File: config.mk
export PLATFORM = sky130hd
export DESIGN_NAME = exe_cmd_decoder
export DESIGN_NICKNAME = d
export VERILOG_FILES = /design/src/rtl/exe_cmd_decoder_pkg.sv /design/src/rtl/exe_cmd_decoder_opcode_decode.sv /design/src/rtl/exe_cmd_decoder.sv
export SDC_FILE = /design/constraint.sdc
export NUM_CORES = 1
export LEC_CHECK = 0
export ABC_CLOCK_PERIOD_IN_PS = 2850
export BUFFER_PORTS_ARGS = -buffer_cell sky130_fd_sc_hd__buf_2
export CAP_MARGIN = 30
export CORE_ASPECT_RATIO = 1.1
export CORE_UTILIZATION = 50
export DETAILED_ROUTE_END_ITERATION = 12
export PLACE_DENSITY = 0.88
export SLEW_MARGIN = 10
export SYNTH_ARGS = -nofsm -noshare
export SYNTH_HDL_FRONTEND = slang
export SYNTH_HIERARCHICAL = 1
export SYNTH_SLANG_ARGS = --single-unit
File: constraint.sdc
create_clock -name clk -period 2.85 [get_ports clk]
set_input_delay 0.285 -clock clk [delete_from_list [all_inputs] [get_ports clk]]
set_output_delay 0.285 -clock clk [all_outputs]
set_load 0.005 [all_outputs]
File: src/rtl/exe_cmd_decoder_pkg.sv
// exe_cmd_decoder_pkg: opcodes, ALU command codes, branch encoding and the decoded bundle type.
// Optional feature macro: ILLEGAL_OP_TRAP_EN (used by opcode_decode and exe_cmd_decoder).
package exe_cmd_decoder_pkg;
   localparam logic [5:0] OP_NOP = 6'd0, OP_ADD = 6'd1, OP_SUB = 6'd3, OP_AND = 6'd5,
                          OP_OR = 6'd6, OP_NOR = 6'd7, OP_XOR = 6'd8, OP_SLA = 6'd9,
                          OP_SLL = 6'd10, OP_SRA = 6'd11, OP_SRL = 6'd12, OP_ADDI = 6'd32,
                          OP_SUBI = 6'd33, OP_LD = 6'd36, OP_ST = 6'd37, OP_BEZ = 6'd40,
                          OP_BNE = 6'd41, OP_JMP = 6'd42;
   localparam logic [3:0] ALU_ADD = 4'b0000, ALU_SUB = 4'b0010, ALU_AND = 4'b0100,
                          ALU_OR = 4'b0101, ALU_NOR = 4'b0110, ALU_XOR = 4'b0111,
                          ALU_SHL = 4'b1000, ALU_SRA = 4'b1001, ALU_SRL = 4'b1010;
   // control groups packed as {wb_en, mem_r_en, mem_w_en, is_imm}
   localparam logic [3:0] CTL_R = 4'b1000, CTL_I = 4'b1001, CTL_LD = 4'b1101, CTL_ST = 4'b0011;
   typedef enum logic [1:0] {BR_NONE = 2'b00, BR_BEZ = 2'b01, BR_BNE = 2'b10, BR_JMP = 2'b11} br_type_e;
   typedef struct packed {
      logic [3:0] exe_cmd;
      logic       wb_en;
      logic       mem_r_en;
      logic       mem_w_en;
      logic       is_imm;
      br_type_e   br_type;
      logic       illegal;
   } bundle_t;
   typedef enum logic [1:0] {EMPTY, ONE, FULL} buf_state_e;
endpackage

File: src/rtl/exe_cmd_decoder_opcode_decode.sv
// opcode_decode: combinational opcode -> bundle decoder.
// Ports: instr (in, INSTR_W) fetched instruction; bundle (out, bundle_t) decoded controls.
// ILLEGAL_OP_TRAP_EN: unknown opcodes flag illegal; otherwise they decode as NOP.
module opcode_decode import exe_cmd_decoder_pkg::*; #(
   parameter int INSTR_W = 32
) (
   input  logic [INSTR_W-1:0] instr,
   output bundle_t            bundle
);
`ifdef ILLEGAL_OP_TRAP_EN
   localparam logic TRAP = 1'b1;
`else
   localparam logic TRAP = 1'b0;
`endif
   logic [5:0] op;
   logic [3:0] cmd;
   logic [3:0] ctl;
   br_type_e   br;
   logic       ill;
   logic       unused_bits;
   assign op = instr[INSTR_W-1:INSTR_W-6];
   assign unused_bits = ^instr[INSTR_W-7:0];
   always_comb begin
      cmd = ALU_ADD;
      ctl = '0;
      br = BR_NONE;
      ill = 1'b0;
      case (op)
         OP_NOP:  ;
         OP_ADD:  ctl = CTL_R;
         OP_SUB:  {cmd, ctl} = {ALU_SUB, CTL_R};
         OP_AND:  {cmd, ctl} = {ALU_AND, CTL_R};
         OP_OR:   {cmd, ctl} = {ALU_OR, CTL_R};
         OP_NOR:  {cmd, ctl} = {ALU_NOR, CTL_R};
         OP_XOR:  {cmd, ctl} = {ALU_XOR, CTL_R};
         OP_SLA, OP_SLL: {cmd, ctl} = {ALU_SHL, CTL_R};
         OP_SRA:  {cmd, ctl} = {ALU_SRA, CTL_R};
         OP_SRL:  {cmd, ctl} = {ALU_SRL, CTL_R};
         OP_ADDI: ctl = CTL_I;
         OP_SUBI: {cmd, ctl} = {ALU_SUB, CTL_I};
         OP_LD:   ctl = CTL_LD;
         OP_ST:   ctl = CTL_ST;
         OP_BEZ:  br = BR_BEZ;
         OP_BNE:  br = BR_BNE;
         OP_JMP:  br = BR_JMP;
         default: ill = TRAP;
      endcase
   end
   assign bundle = '{exe_cmd: cmd, wb_en: ctl[3], mem_r_en: ctl[2], mem_w_en: ctl[1],
                     is_imm: ctl[0], br_type: br, illegal: ill};
endmodule

File: src/rtl/exe_cmd_decoder.sv
// exe_cmd_decoder: instruction decoder feeding a 2-entry skid buffer toward execute.
// Ports: clk, rst (async active-low); in_valid/in_ready/instr upstream; flush;
// out_valid/out_ready downstream; exe_cmd, wb_en, mem_r_en, mem_w_en, is_imm, br_type, illegal.
// ILLEGAL_OP_TRAP_EN adds illegal_cnt (16-bit saturating count of accepted illegal opcodes).
module exe_cmd_decoder import exe_cmd_decoder_pkg::*; #(
   parameter int INSTR_W = 32
) (
   input  logic               clk,
   input  logic               rst,
   input  logic               in_valid,
   output logic               in_ready,
   input  logic [INSTR_W-1:0] instr,
   input  logic               flush,
   output logic               out_valid,
   input  logic               out_ready,
   output logic [3:0]         exe_cmd,
   output logic               wb_en,
   output logic               mem_r_en,
   output logic               mem_w_en,
   output logic               is_imm,
   output logic [1:0]         br_type,
`ifdef ILLEGAL_OP_TRAP_EN
   output logic [15:0]        illegal_cnt,
`endif
   output logic               illegal
);
   buf_state_e state_q, state_d;
   bundle_t    b0_q, b0_d, b1_q, b1_d, dec;
   logic       in_ready_q, in_ready_d, acc, pop;
   opcode_decode #(.INSTR_W(INSTR_W)) u_dec (.instr(instr), .bundle(dec));
   assign acc = in_valid && in_ready_q;
   assign pop = out_valid && out_ready;
   // b0 is always the oldest entry; b1 only holds data in FULL
   always_comb begin
      state_d = state_q;
      b0_d = b0_q;
      b1_d = b1_q;
      case (state_q)
         EMPTY: if (acc) {b0_d, state_d} = {dec, ONE};
         ONE:   if (acc && pop) b0_d = dec;
                else if (acc) {b1_d, state_d} = {dec, FULL};
                else if (pop) state_d = EMPTY;
         FULL:  if (pop) {b0_d, state_d} = {b1_q, ONE};
         default: state_d = EMPTY;
      endcase
      if (flush) state_d = EMPTY;
      in_ready_d = state_d != FULL;
   end
   always_ff @(posedge clk or negedge rst) begin
      if (!rst) begin
         state_q <= EMPTY;
         in_ready_q <= 1'b0;
         b0_q <= '0;
         b1_q <= '0;
      end else begin
         state_q <= state_d;
         in_ready_q <= in_ready_d;
         b0_q <= b0_d;
         b1_q <= b1_d;
      end
   end
`ifdef ILLEGAL_OP_TRAP_EN
   logic [15:0] cnt_q, cnt_d;
   assign cnt_d = (acc && !flush && dec.illegal && cnt_q != 16'hffff) ? cnt_q + 16'd1 : cnt_q;
   always_ff @(posedge clk or negedge rst) begin
      if (!rst) cnt_q <= '0;
      else cnt_q <= cnt_d;
   end
   assign illegal_cnt = cnt_q;
`endif
   assign in_ready = in_ready_q;
   assign out_valid = state_q != EMPTY;
   assign exe_cmd = b0_q.exe_cmd;
   assign wb_en = b0_q.wb_en;
   assign mem_r_en = b0_q.mem_r_en;
   assign mem_w_en = b0_q.mem_w_en;
   assign is_imm = b0_q.is_imm;
   assign br_type = b0_q.br_type;
   assign illegal = b0_q.illegal;
endmodule

==> results.py, run 1 <==
metrics = {
    "global_routing": {
        "grt_first_pass_wirelength_um": 4629,
        "global_route.usage.total": 0.2136,
        "global_route.overflow_total": 0,
        "antenna_found_initial": 0,
        "grt_start_max_net_pins": 26,
        "vias_in_the_first_global_route": 1007,
    },
    "synth": {
        "postSynthRegisterBits": 25,
        "synth.net_count": 153,
        "synthDominantAreaCellType": "sky130_fd_sc_hd__dfrtp_1",
        "ys_seq_area_frac": 0.4682,
        "total_number_of_yosys_warnings": 6,
        "yosys.area.top_type_share": 0.4682,
        "yosys-top-cells-area": "sky130_fd_sc_hd__dfrtp_1 (47%), sky130_fd_sc_hd__mux2_2 (9.3%), sky130_fd_sc_hd__o32a_1 (8.2%)",
        "netlist-cell-type-count": 35,
        "cell_count_after_synthesis": 116,
        "synth_area_mm2": 0.001336,
        "syn_avg_cell_area_um2": 11.52,
    },
    "pwr": {
        "power.static_leakage_nw": 0.6554,
        "power_density_mw_per_mm2": 492.8,
        "vdd.ir_drop.worst_mv": 0.3691,
    },
    "clock_tree": {
        "post_cts_resize_count": 0,
        "cts_root_buf": "sky130_fd_sc_hd__clkbuf_4",
        "cts_tree": "built",
        "clock_transition_at_the_registers_of_the_reported_paths_ns": 0.13,
        "h_tree_depth": 1,
        "clk-insertion-delay-late_ns": 0.31,
        "cts.path.max_buffers": 2,
        "cts_made_buffers": 3,
        "numClockSinks": 25,
    },
    "drt": {
        "vias": 994,
        "drt_drc_violations_left": 0,
        "drtPass1Iterations": 4,
        "finalWirelength_um": 2710,
        "antenna_violating_nets_post_route": 0,
        "drtIter0Drc": 17,
        "avgViaCountPerCell": 5.952,
        "detail_route.wl_per_cell_um": 16.23,
    },
    "setup_path": {
        "critical_path.endpoint_type": "flip-flop",
        "critical_path.startpoint_type": "flip-flop",
        "worst-endpoint-required_ns": 3.06,
        "critical_path.max_fanout": 13,
        "worst-setup-path-type": "flip-flop to flip-flop",
        "critical_path_arrival_ns": 2.18,
    },
    "timing": {
        "timing.fmax_mhz": 506.3,
        "max-slew-margin-rel": 0.4477,
        "timing_worst_slew_pin_value_ns": 0.8248,
        "clock-skew-final_ns": 0.003640,
        "timing.final.crit_period_ns": 1.975,
        "finalHoldViolCount": 0,
        "part_of_the_cycle_the_worst_path_needs": 0.6930,
        "final_max_slew_viol_count": 0,
        "setup-violations-final": 0,
        "worst_hold_slack_ns": 0.1437,
        "setup_total_negative_slack_ns": 0,
        "grt_setup_unrepaired": "false",
    },
    "layout": {
        "fraction_of_layout_cells_with_a_size_suffix_above_1": 0.3235,
        "final-seq-area_um2": 625.6,
        "antenna_cells_inserted": 0,
        "num-nets-final": 174,
        "multi_input_area_um2": 639.4,
        "layout.core_utilization": 0.5839,
        "area.growth.synth_to_final_pct": 10.11,
        "fill_cells": 226,
    },
    "status": {
        "status": "completed",
    },
    "floorplanning": {
        "core_area_mm2": 0.002520,
        "die_area_mm2": 0.002884,
        "floorplan.rows": 19,
        "start_util": 0.5303,
        "die_height_um": 56.22,
        "fp.dieW_um": 51.29,
        "io_pins": 50,
    },
    "placed_design": {
        "port_buffers": 23,
        "routabilityCongestion": 0.8575,
        "hpwl_um": 1872,
    },
    "min_path": {
        "hold_path_class": "input port to flip-flop",
    },
    "flow_run": {
        "cap_violations": 0,
    },
}
## cells in the mapped netlist, drive strengths merged
master  count
a211o       2
a211oi      2
a21oi       3
and3        1
buf         8
clkbuf      1
conb        1
dfrtp      25
inv         2
mux2       11
mux2i       1
nand2       4
nand2b      1
nand3b      3
nand4b      1
nor2        4
nor2b       6
nor3        4
nor3b       4
nor4b       1
nor4bb      1
o21a       12
o21ai       3
o32a       11
or2         2
or3b        1
xnor2       1
## per-stage QoR
stage               instance area [um2]  power [mW]  std cells  worst slack (ns)
floorplan                          1336      0.5182        116             1.414
global placement                   1434      0.5665        162            0.9321
detailed placement                 1434      0.5765        162            0.8618
CTS                                1471      0.7319        167            0.8439
global route                       1471      0.7687        167            0.7158
finish                             1471      0.7252        167            0.8751
## routing by layer
layer,vias to the layer above,part of all wire,GRT usage
met3,4,0.038,0.01093
met5,-,0,0
li1,470,-,-
met2,31,0.49,0.3496
met4,0,0.015,0.08880
met1,489,0.45,0.2929
## registers in the layout, indices dropped and copies added (netlist names)
signal,cells
is_imm,1
mem_r_en,1
b1_q,11
mem_w_en,1
illegal,1
state_q,2
in_ready,1
br_type,2
wb_en,1
exe_cmd,4
## cell type report
type / instances / share of cell area
Clock buffer: 3 / 0.01531
Clock inverter: 1 / 0.003401
Inverter: 2 / 0.005102
Multi-Input combinational cell: 80 / 0.4345
Sequential cell: 25 / 0.4252
Tap cell: 31 / 0.02636
Timing Repair Buffer: 25 / 0.09014
## timing repair
action	4_1_cts	5_1_grt
hold buffers	1	0
setup endpoints to repair	0	0
endpoints found under the hold margin	25	0
buffers inserted	0	0
## worst paths after layout
| kind | cells after the start | endpoint | slack, ns | start |
|---|---|---|---|---|
| max | 3 | b1_q[2] | 0.88 | state_q[1] |
| min | 2 | state_q[0] | 0.14 | flush |
| max reg2reg | 3 | b1_q[2] | 0.88 | state_q[1] |
| min reg2reg | 1 | exe_cmd[3] | 0.50 | exe_cmd[3] |
| max in group asynchronous | 2 | is_imm | 2.01 | rst |
| min in group asynchronous | 2 | mem_w_en | 0.47 | rst |
## cells in the final DEF, fill, tap and decap left out, types with 3 or more instances in the layout
| master | n |
|---|---|
| sky130_fd_sc_hd__dfrtp_1 | 25 |
| sky130_fd_sc_hd__buf_2 | 23 |
| sky130_fd_sc_hd__o21a_1 | 12 |
| sky130_fd_sc_hd__mux2_2 | 11 |
| sky130_fd_sc_hd__o32a_1 | 11 |
| sky130_fd_sc_hd__nor2b_1 | 5 |
| sky130_fd_sc_hd__nand2_1 | 4 |
| sky130_fd_sc_hd__nor3_1 | 4 |
| sky130_fd_sc_hd__nor2_1 | 4 |
| sky130_fd_sc_hd__clkbuf_4 | 3 |
| sky130_fd_sc_hd__nor3b_1 | 3 |
## power by group
group	total, mW	switching (mW)	leakage, nW	internal (mW)
clock	0.155	0.102	0.0177	0.0524
combinational	0.155	0.0735	0.319	0.0810
sequential	0.416	0.0215	0.318	0.394
## logic make-up (layout without fill, tap and decap cells)
group                  count (synthesis)  count (layout)  share of synthesized area
multiplexers                          12              12                     0.1002
AND/OR/NAND/NOR                       33              33                     0.1695
buffers and inverters                 11              31                    0.05336
other                                  1               1                   0.002806
AO/OA/AOI/OAI                         33              33                     0.1994
flip-flops                            25              25                     0.4682
XOR/XNOR                               1               1                   0.006556
## worst max-delay path, cell delays in order, from the launching register on
cell and delay, ns:
sky130_fd_sc_hd__dfrtp_1 0.46, sky130_fd_sc_hd__nand3b_4 0.28, sky130_fd_sc_hd__nor3b_2 0.72, sky130_fd_sc_hd__mux2_2 0.41
Power figures use the tool's default switching activity.
==> inputs of run 2 (changes only) <==
- ABC_AREA: unset -> 1
- ABC_CLOCK_PERIOD_IN_PS: 2850 -> 1970
- PLACE_DENSITY: 0.88 -> 0.86
- clock period: 2.85 -> 1.97 ns (I/O delays scaled with it)
==> results.py, run 2 <==
metrics = {
    "placed_design": {
        "port_buffers": 23,
        "routabilityCongestion": 0.8345,
        "hpwl_um": 2159,
    },
    "synth": {
        "post_synth_edffs": 0,
        "cell_count_after_synthesis": 211,
        "netlist_top_cells_count": "sky130_fd_sc_hd__nand2_1 (80), sky130_fd_sc_hd__nand3_1 (42), sky130_fd_sc_hd__dfrtp_1 (25)",
        "postSynthRegisterBits": 25,
        "syn_avg_cell_area_um2": 7.199,
        "synthDominantAreaCellType": "sky130_fd_sc_hd__dfrtp_1",
        "netlist-cell-type-count": 19,
        "synth.net_count": 248,
        "total_number_of_yosys_warnings": 6,
        "synth-main-ff-cell": "sky130_fd_sc_hd__dfrtp_1",
        "yosys-top-cells-area": "sky130_fd_sc_hd__dfrtp_1 (41%), sky130_fd_sc_hd__nand2_1 (20%), sky130_fd_sc_hd__nand3_1 (14%)",
        "synth.most_common_cell": "sky130_fd_sc_hd__nand2_1",
        "yosys.area.top_type_share": 0.4119,
        "ys_seq_area_frac": 0.4119,
        "asyncSetResetFlopFracSynth": 1.000,
        "synth_area_mm2": 0.001519,
    },
    "drt": {
        "detail_route.wl_per_cell_um": 10.88,
        "drtIter0Drc": 27,
        "vias": 1366,
        "avgViaCountPerCell": 5.155,
        "finalWirelength_um": 2884,
        "drtPass1Iterations": 4,
        "antenna_violating_nets_post_route": 0,
        "drt_drc_violations_left": 0,
    },
    "global_routing": {
        "antenna_found_initial": 0,
        "grt_first_pass_wirelength_um": 5168,
        "grt_start_max_net_pins": 26,
        "global_route.overflow_total": 0,
        "vias_in_the_first_global_route": 1274,
        "global_route.usage.total": 0.2151,
    },
    "clock_tree": {
        "numClockSinks": 25,
        "cts_made_buffers": 3,
        "cts_setup_buffers": 0,
        "clock_transition_at_the_registers_of_the_reported_paths_ns": 0.13,
        "postCtsHoldBufs": 1,
        "cts_tree": "built",
        "h_tree_depth": 1,
        "cts_root_buf": "sky130_fd_sc_hd__clkbuf_4",
        "post_cts_resize_count": 0,
        "clk-insertion-delay-late_ns": 0.32,
        "cts.path.max_buffers": 2,
    },
    "floorplanning": {
        "die_area_mm2": 0.003262,
        "start_util": 0.5372,
        "io_pins": 50,
        "floorplan.rows": 20,
        "fp.dieW_um": 54.55,
        "core_area_mm2": 0.002828,
        "die_height_um": 59.81,
    },
    "layout": {
        "num-nets-final": 270,
        "antenna_cells_inserted": 0,
        "layout.core_utilization": 0.5867,
        "final-seq-area_um2": 625.6,
        "largest-register": "b1_q",
        "largest_register_ff_count": 11,
        "fraction_of_layout_cells_with_a_size_suffix_above_1": 0.2155,
        "fill_cells": 274,
        "area.growth.synth_to_final_pct": 9.226,
        "mostFrequentLayoutCells": "sky130_fd_sc_hd__nand2_1 (80), sky130_fd_sc_hd__nand3_1 (42), sky130_fd_sc_hd__dfrtp_1 (25), sky130_fd_sc_hd__buf_2 (23), sky130_fd_sc_hd__inv_1 (15)",
        "multi_input_area_um2": 750.7,
        "layout_commonest_cell": "sky130_fd_sc_hd__nand2_1",
    },
    "setup_path": {
        "rr_worst_depth": 5,
        "setup.worst_path.end": "br_type[1]",
        "critical_path.startpoint_type": "flip-flop",
        "rr_startpoint": "state_q[1]",
        "reg2reg_to": "br_type[1]",
        "worst-endpoint-required_ns": 2.19,
        "reg2reg_setup_slack_ns": 0.60,
        "critical_path.endpoint_type": "flip-flop",
        "worst-setup-path-type": "flip-flop to flip-flop",
        "critical_path_arrival_ns": 1.59,
        "worstSetupStartpoint": "state_q[1]",
        "critical_path.max_fanout": 13,
    },
    "timing": {
        "finalHoldViolCount": 0,
        "setup_total_negative_slack_ns": 0,
        "clock-skew-final_ns": 0.004548,
        "final_max_slew_viol_count": 0,
        "timing.fmax_mhz": 731.9,
        "setup-violations-final": 0,
        "worst_hold_slack_ns": 0.05951,
        "timing.final.crit_period_ns": 1.366,
        "max-slew-margin-rel": 0.6392,
        "part_of_the_cycle_the_worst_path_needs": 0.6936,
        "grt_setup_unrepaired": "false",
        "timing_worst_slew_pin_value_ns": 0.5412,
    },
    "min_path": {
        "hold_path_class": "input port to flip-flop",
        "hold-path-cell-count": 2,
    },
    "pwr": {
        "vdd.ir_drop.worst_mv": 0.3839,
        "power.static_leakage_nw": 0.9960,
        "power_density_mw_per_mm2": 588.1,
    },
    "status": {
        "status": "completed",
    },
    "flow_run": {
        "cap_violations": 0,
    },
}
run 2: cell types whose count changed after synthesis, sizes merged, moves of 4 or more:
cell / before / now
inv: 2 / 18
nand2: 4 / 86
o32a: 11 / 0
mux2: 11 / 0
nand3: 0 / 47
o21a: 12 / 0
nor3b: 4 / 0
nor2: 4 / 19
nor2b: 6 / 0
run 2: how the worst min path moves through the flow:
stage                      from         end  slack [ns]
final                     flush  state_q[0]        0.06
after global routing      flush  state_q[0]        0.05
after detailed placement    rst    in_ready        0.21
after CTS                 flush  state_q[0]        0.06
after global placement      rst    in_ready        0.21
after floorplan             rst     b1_q[0]        -0.1
run 2: critical path, cell delays in order (launching register included):
cell                      delay, ns
sky130_fd_sc_hd__dfrtp_1       0.45
sky130_fd_sc_hd__buf_4         0.21
sky130_fd_sc_hd__o21ai_1       0.16
sky130_fd_sc_hd__nand3_2       0.24
sky130_fd_sc_hd__nand2_1       0.14
sky130_fd_sc_hd__nand2_1       0.07
run 2: stage by stage:
stage          cell area (um2)  total power [mW]  instances  setup WS, ns
6_report                  1659            0.9757        265        0.6036
5_1_grt                   1659             1.031        265        0.4839
4_1_cts                   1659            0.9785        265        0.6011
3_5_place_dp              1623            0.7577        260        0.6260
3_3_place_gp              1623            0.7507        260        0.6520
2_1_floorplan             1519            0.6984        211        0.8974
run 2: layout make-up:
class | instances | area share
Inverter | 18 | 0.04072
Tap cell | 33 | 0.02489
Sequential cell | 25 | 0.3771
Timing Repair Buffer | 27 | 0.08899
Multi-Input combinational cell | 158 | 0.4525
Clock buffer | 4 | 0.01584
run 2: routing by layer:
layer	global-route usage	vias up	share of wire
met5	0	-	0
met4	0.07692	0	0.010
met3	0.02290	2	0.033
met2	0.4024	40	0.50
met1	0.2425	618	0.46
li1	-	706	-
run 2: cell families (layout without fill, tap and decap cells):
| family | Yosys count | in the layout | synth area share |
|---|---|---|---|
| and+or+nand+nor | 154 | 154 | 0.4745 |
| DFF | 25 | 25 | 0.4119 |
| AOI/OAI and AO/OA | 3 | 3 | 0.01730 |
| buffers and inverters | 28 | 49 | 0.09389 |
| other | 1 | 1 | 0.002469 |
run 2: where the power goes:
part / internal [mW] / switching, mW
logic: 0.0613 / 0.118
registers: 0.548 / 0.0201
clock network: 0.0793 / 0.149
total: 0.689 / 0.287
